**config.mk**
```make
export PLATFORM = sky130hd
export DESIGN_NAME = pipe_hazard_ctrl
export DESIGN_NICKNAME = d
export VERILOG_FILES = /design/src/rtl/pipe_hazard_ctrl.sv
export SDC_FILE = /design/constraint.sdc
export NUM_CORES = 1
export LEC_CHECK = 0
export BUFFER_PORTS_ARGS = -buffer_cell sky130_fd_sc_hd__buf_2
export CAP_MARGIN = 20
export CELL_PAD_IN_SITES_DETAIL_PLACEMENT = 0
export CELL_PAD_IN_SITES_GLOBAL_PLACEMENT = 2
export CORE_UTILIZATION = 36
export DETAILED_ROUTE_END_ITERATION = 12
export MAX_ROUTING_LAYER = met4
export PLACE_DENSITY_LB_ADDON = 0.05
export REMOVE_ABC_BUFFERS = 1
export SLEW_MARGIN = 20
export SYNTH_ARGS = -nofsm -noshare
export SYNTH_HDL_FRONTEND = slang
export SYNTH_SLANG_ARGS = --single-unit
```
**constraint.sdc**
```tcl
create_clock -name clk -period 8.4 [get_ports clk]
set_input_delay 1.26 -clock clk [delete_from_list [all_inputs] [get_ports clk]]
set_output_delay 1.26 -clock clk [all_outputs]
set_load 0.005 [all_outputs]
```
**src/rtl/pipe_hazard_ctrl.sv**
```systemverilog
// Pipeline stage-register control: load-use interlock, multi-cycle EX sequencing,
// memory-busy freeze, redirect flush, saturating perf counters and a memory-timeout flag.
module pipe_hazard_ctrl #(
    parameter int unsigned MC_LAT  = 4,
    parameter int unsigned TIMEOUT = 1024,
    parameter int unsigned CNT_W   = 32
) (
    input  logic             clk,
    input  logic             rst,
    input  logic [4:0]       id_rs,
    input  logic [4:0]       id_rt,
    input  logic             id_use_rs,
    input  logic             id_use_rt,
    input  logic             ex_RMEM,
    input  logic             ex_WREG,
    input  logic [4:0]       ex_nd,
    input  logic             ex_mc_start,
    input  logic             ex_redirect,
    input  logic             mem_busy,
    output logic             pc_CE,
    output logic             ifid_CE,
    output logic             ifid_flush,
    output logic             idex_CE,
    output logic             idex_flush,
    output logic             exmem_CE,
    output logic             mc_done,
    output logic [CNT_W-1:0] stall_cycles,
    output logic [CNT_W-1:0] flush_count,
    output logic             mem_timeout_err
);

    localparam int unsigned McCntW = (MC_LAT > 1) ? $clog2(MC_LAT) : 1;
    localparam int unsigned RunW   = $clog2(TIMEOUT + 1);

    localparam logic [McCntW-1:0] McLoad = McCntW'(MC_LAT - 1);
    localparam logic [RunW-1:0]   RunMax = RunW'(TIMEOUT);

    typedef enum logic [0:0] {
        StRun,
        StMcBusy
    } state_e;

    state_e              state_q, state_d;
    logic [McCntW-1:0]   mc_cnt_q, mc_cnt_d;
    logic [CNT_W-1:0]    stall_q, stall_d;
    logic [CNT_W-1:0]    flush_q, flush_d;
    logic [RunW-1:0]     run_q, run_d;
    logic                err_q, err_d;

    logic                load_use;
    logic                rs_hit;
    logic                rt_hit;
    logic                freeze;
    logic                redirect_acc;

    // ------------------------------------------------------------------
    // Load-use hazard between ID and EX
    // ------------------------------------------------------------------
    always_comb begin
        rs_hit   = id_use_rs && (id_rs == ex_nd);
        rt_hit   = id_use_rt && (id_rt == ex_nd);
        load_use = ex_RMEM && ex_WREG && (ex_nd != 5'd0) && (rs_hit || rt_hit);
    end

    // ------------------------------------------------------------------
    // Multi-cycle FSM: state register
    // ------------------------------------------------------------------
    always_ff @(posedge clk or posedge rst) begin
        if (rst) begin
            state_q  <= StRun;
            mc_cnt_q <= '0;
        end else begin
            state_q  <= state_d;
            mc_cnt_q <= mc_cnt_d;
        end
    end

    // ------------------------------------------------------------------
    // Multi-cycle FSM: next state
    // ------------------------------------------------------------------
    always_comb begin
        state_d  = state_q;
        mc_cnt_d = mc_cnt_q;
        unique case (state_q)
            StRun: begin
                if (ex_mc_start && !mem_busy) begin
                    state_d  = StMcBusy;
                    mc_cnt_d = McLoad;
                end
            end
            StMcBusy: begin
                // mem_busy holds the countdown where it is
                if (!mem_busy) begin
                    if (mc_cnt_q != '0) begin
                        mc_cnt_d = mc_cnt_q - McCntW'(1);
                    end else begin
                        state_d = StRun;
                    end
                end
            end
        endcase
    end

    // ------------------------------------------------------------------
    // Multi-cycle FSM: outputs and pipeline controls
    // ------------------------------------------------------------------
    always_comb begin
        freeze  = mem_busy;
        mc_done = 1'b0;
        unique case (state_q)
            StRun: begin
                freeze = freeze || ex_mc_start;
            end
            StMcBusy: begin
                freeze  = freeze || (mc_cnt_q != '0);
                mc_done = (mc_cnt_q == '0) && !mem_busy;
            end
        endcase

        redirect_acc = ex_redirect && !freeze;

        pc_CE      = 1'b1;
        ifid_CE    = 1'b1;
        ifid_flush = 1'b0;
        idex_CE    = 1'b1;
        idex_flush = 1'b0;
        exmem_CE   = 1'b1;

        if (freeze) begin
            pc_CE    = 1'b0;
            ifid_CE  = 1'b0;
            idex_CE  = 1'b0;
            exmem_CE = 1'b0;
        end else if (redirect_acc) begin
            ifid_flush = 1'b1;
            idex_flush = 1'b1;
        end else if (load_use) begin
            // hold PC and IF/ID, inject a bubble into ID/EX
            pc_CE      = 1'b0;
            ifid_CE    = 1'b0;
            idex_flush = 1'b1;
        end

        if (rst) begin
            pc_CE        = 1'b0;
            ifid_CE      = 1'b0;
            ifid_flush   = 1'b1;
            idex_CE      = 1'b0;
            idex_flush   = 1'b1;
            exmem_CE     = 1'b0;
            mc_done      = 1'b0;
            redirect_acc = 1'b0;
        end
    end

    // ------------------------------------------------------------------
    // Performance counters and memory timeout
    // ------------------------------------------------------------------
    always_comb begin
        stall_d = stall_q;
        if (!pc_CE && (stall_q != '1)) begin
            stall_d = stall_q + CNT_W'(1);
        end

        flush_d = flush_q;
        if (redirect_acc && (flush_q != '1)) begin
            flush_d = flush_q + CNT_W'(1);
        end

        run_d = '0;
        if (mem_busy) begin
            run_d = (run_q == RunMax) ? run_q : run_q + RunW'(1);
        end

        err_d = err_q || (run_d == RunMax);
    end

    always_ff @(posedge clk or posedge rst) begin
        if (rst) begin
            stall_q <= '0;
            flush_q <= '0;
            run_q   <= '0;
            err_q   <= 1'b0;
        end else begin
            stall_q <= stall_d;
            flush_q <= flush_d;
            run_q   <= run_d;
            err_q   <= err_d;
        end
    end

    assign stall_cycles    = stall_q;
    assign flush_count     = flush_q;
    assign mem_timeout_err = err_q;

endmodule

```
==> reports/qor.csv <==
stage;metric;value;unit
floorplanning;initial_core_util;0.372;
logic_synthesis;synth_edf_count;0;
placed_design;gp_congestion;0.775;
grt;grt_pass1_wl;15.6;mm
detailed_routing;drc;0;
logic_synthesis;syn_inst;403;
setup_path;cp.arrival;2.71;ns
setup_path;start_kind;input pin;
clock_tree;cts.sinks;79;
clock_tree;post_cts_resized;0;
hold_path;worstHoldPathType;register to register;
pwr;p_leak;0.00253;uW
layout;layout_common_cells;buf_2, dfrtp_1, xor2_1;
timing;fin_skew;0.00888;ns
clock_tree;ctsHoldBuffers;0;
clock_tree;cts_root_buf;clkbuf_16;
detailed_routing;drt-total-wl;9.37;mm
logic_synthesis;yosys.area_share.adder;0.0154;
detailed_routing;vias_per_cell;4.99;
layout;final_cells;643;
pwr;peakVddDrop;0.0957;mV
detailed_routing;dr.first_iter.drc_count;130;
layout;nets;529;
logic_synthesis;ys_seq_area_frac;0.486;
layout;num-fill-cells;1073;
timing;max_slew_margin;0.517;
logic_synthesis;avgSynthCellArea;10.1;um^2
clock_tree;cts_max_level;3;
timing;finalSetupViolCount;0;
detailed_routing;wl_per_cell;14.6;um
layout;final_core_util;0.453;
setup_path;cp_max_fo;4;
layout;drive_gt1_frac;0.250;
setup_path;cp.required;7.14;ns
logic_synthesis;synth_area;4070;um^2
timing;min_period_over_period;0.472;
floorplanning;placeableCoreArea;10900;um^2
clock_tree;numCtsBuffers;9;
logic_synthesis;synthSimpleGateAreaFrac;0.238;
timing;rsz0062_at_grt;false;
logic_synthesis;synth_compound_area_frac;0.0428;
grt;grt_pass1_vias;3098;
clock_tree;clk_latency;0.33;ns
grt;grt_usage;0.178;
setup_path;crit_path_top_delay_cell;or4_1;
layout;num_antenna_cells;0;
clock_tree;cts_buffer_depth;2;
logic_synthesis;synth_top_family_by_area;simple AND/OR/NAND/NOR gates;
logic_synthesis;synthMuxAreaShare;0.00831;
setup_path;endpoint_kind;primary output;
setup_path;cp_common_cell;buf_2;
floorplanning;die_y;108;um
placed_design;dp_cells;629;
setup_path;cpPeakStageDelay;0.56;ns
setup_path;critical_path_class;input pin to primary output;
logic_synthesis;synth_seq_cells;79;
floorplanning;rows;38;
logic_synthesis;ys.flop_type;dfrtp_1;
setup_path;path_buf_inv;2;
detailed_routing;firstDrtPassIters;4;
clock_tree;cts_tree;yes;
layout;final_common_cell;buf_2;
floorplanning;die_area;11700;um^2
floorplanning;ios;96;
logic_synthesis;synth_xor_area_frac;0.172;
setup_path;critPathTopFamily;simple AND/OR/NAND/NOR gates;
placed_design;io_buffers;95;
clock_tree;post_cts_buffers;0;
placed_design;dp_hpwl;6.90;mm
grt;antenna_found_initial;0;
clock_tree;clkTransAtPathRegs;0.06;ns
logic_synthesis;synth_warnings;0;
logic_synthesis;async_flop_share;1.00;
timing;tns;0;ns
job;maxCapViolCount;0;
timing;report.final.slew_viol_count;0;
timing;worst_pin_slew;0.725;ns
status;status;complete, no violations;
detailed_routing;num_vias;3208;
pwr;powerDensity;209;nW/um^2
grt;overflow;0;
timing;fmax;252;MHz
timing;period_minus_slack;3.97;ns
timing;hold_violations;0;
detailed_routing;ant_nets;0;
grt;grt_max_degree;80;
floorplanning;die_w;108;um
logic_synthesis;synth.distinct_cells;47;
setup_path;crit_chain;buf_2 > or4_1 > o211ai_1 > o21ai_0 > nand2_1 > buf_2;
layout;synthToLayoutAreaGrowth;21.9;%
==> registers in the layout, indices dropped and copies added, names as in the netlist <==
register / count
stall_cycles: 32
run_q: 11
state_q: 1
mem_timeout_err: 1
flush_count: 32
mc_cnt_q: 2
==> worst paths after layout <==
check	from	endpoint	slack [ns]	cells after the start
min in group asynchronous	rst	run_q[2]	1.16	3
setup / recovery	ex_nd[0]	ifid_CE	4.43	6
max in group asynchronous	rst	stall_cycles[4]	6.75	3
hold / removal	stall_cycles[5]	stall_cycles[5]	0.48	1
hold reg to reg	stall_cycles[5]	stall_cycles[5]	0.48	1
setup reg to reg	mc_cnt_q[1]	stall_cycles[1]	5.79	7
==> final cells by class <==
class | count | area, um^2 | share of cell area
Sequential cell | 79 | 1980 | 0.399
Multi-Input combinational cell | 293 | 1940 | 0.391
Timing Repair Buffer | 96 | 487 | 0.0983
Clock buffer | 11 | 253 | 0.0510
Tap cell | 140 | 175 | 0.0354
Inverter | 21 | 80.1 | 0.0162
Clock inverter | 3 | 43.8 | 0.00884
==> per-stage QoR <==
stage / setup WS [ns] / instance area [um^2] / hold WS, ns / total power (uW)
global route: 4.32 / 4950 / 0.510 / 1090
CTS: 4.44 / 4950 / 0.487 / 1050
finish: 4.43 / 4950 / 0.478 / 1030
detailed placement: 4.45 / 4650 / 0.474 / 653
floorplan: 3.65 / 3990 / 0.460 / 574
global placement: 4.45 / 4650 / 0.473 / 651
==> kinds of logic after synthesis <==
| logic type | Yosys count |
|---|---|
| XOR/XNOR | 80 |
| AND/OR/NAND/NOR | 181 |
| buffers and inverters | 31 |
| multiplexers | 3 |
| adder cells (fa/ha/maj) | 5 |
| AO/OA/AOI/OAI | 24 |
| flip-flops | 79 |
==> synthesized netlist by cell type (2+ instances only) <==
library cell / instances / area (um^2)
mux2_2: 2 / 22.5
nand4_1: 13 / 81.3
dfrtp_1: 79 / 1980
nand2_1: 29 / 109
nand3_1: 29 / 145
nor4b_1: 2 / 17.5
buf_2: 3 / 15.0
and3_1: 8 / 50.1
ha_1: 5 / 62.6
or4_1: 2 / 15.0
xnor2_1: 38 / 333
nand3_2: 3 / 30.0
a31oi_1: 3 / 18.8
nor3_1: 33 / 165
nor2_1: 35 / 131
xor2_1: 42 / 368
a21oi_1: 8 / 40.0
inv_1: 20 / 75.1
nor4_1: 5 / 31.3
a21o_1: 2 / 15.0
nor2b_1: 2 / 12.5
buf_6: 3 / 33.8
or3_1: 4 / 25.0
and4_1: 8 / 70.1
clkbuf_1: 2 / 7.51
buf_4: 2 / 15.0
==> routing by layer <==
metal	GRT usage	share of wire	routed length (um)	up-vias
li1	-	-	-	1582
met3	0.0295	0.039	362	13
met1	0.238	0.49	4570	1544
met5	-	0	0	-
met4	0.0695	0.015	139	0
met2	0.271	0.46	4300	69
==> where the power goes <==
part / internal [uW] / total, uW / switching, uW / leakage, uW
logic: 82.2 / 180 / 98.2 / 0.00137
clock network: 243 / 391 / 148 / 0.000147
registers: 417 / 462 / 45.1 / 0.00101
total: 742 / 1030 / 292 / 0.00253
Note: power is estimated with default switching activity, not from simulation.
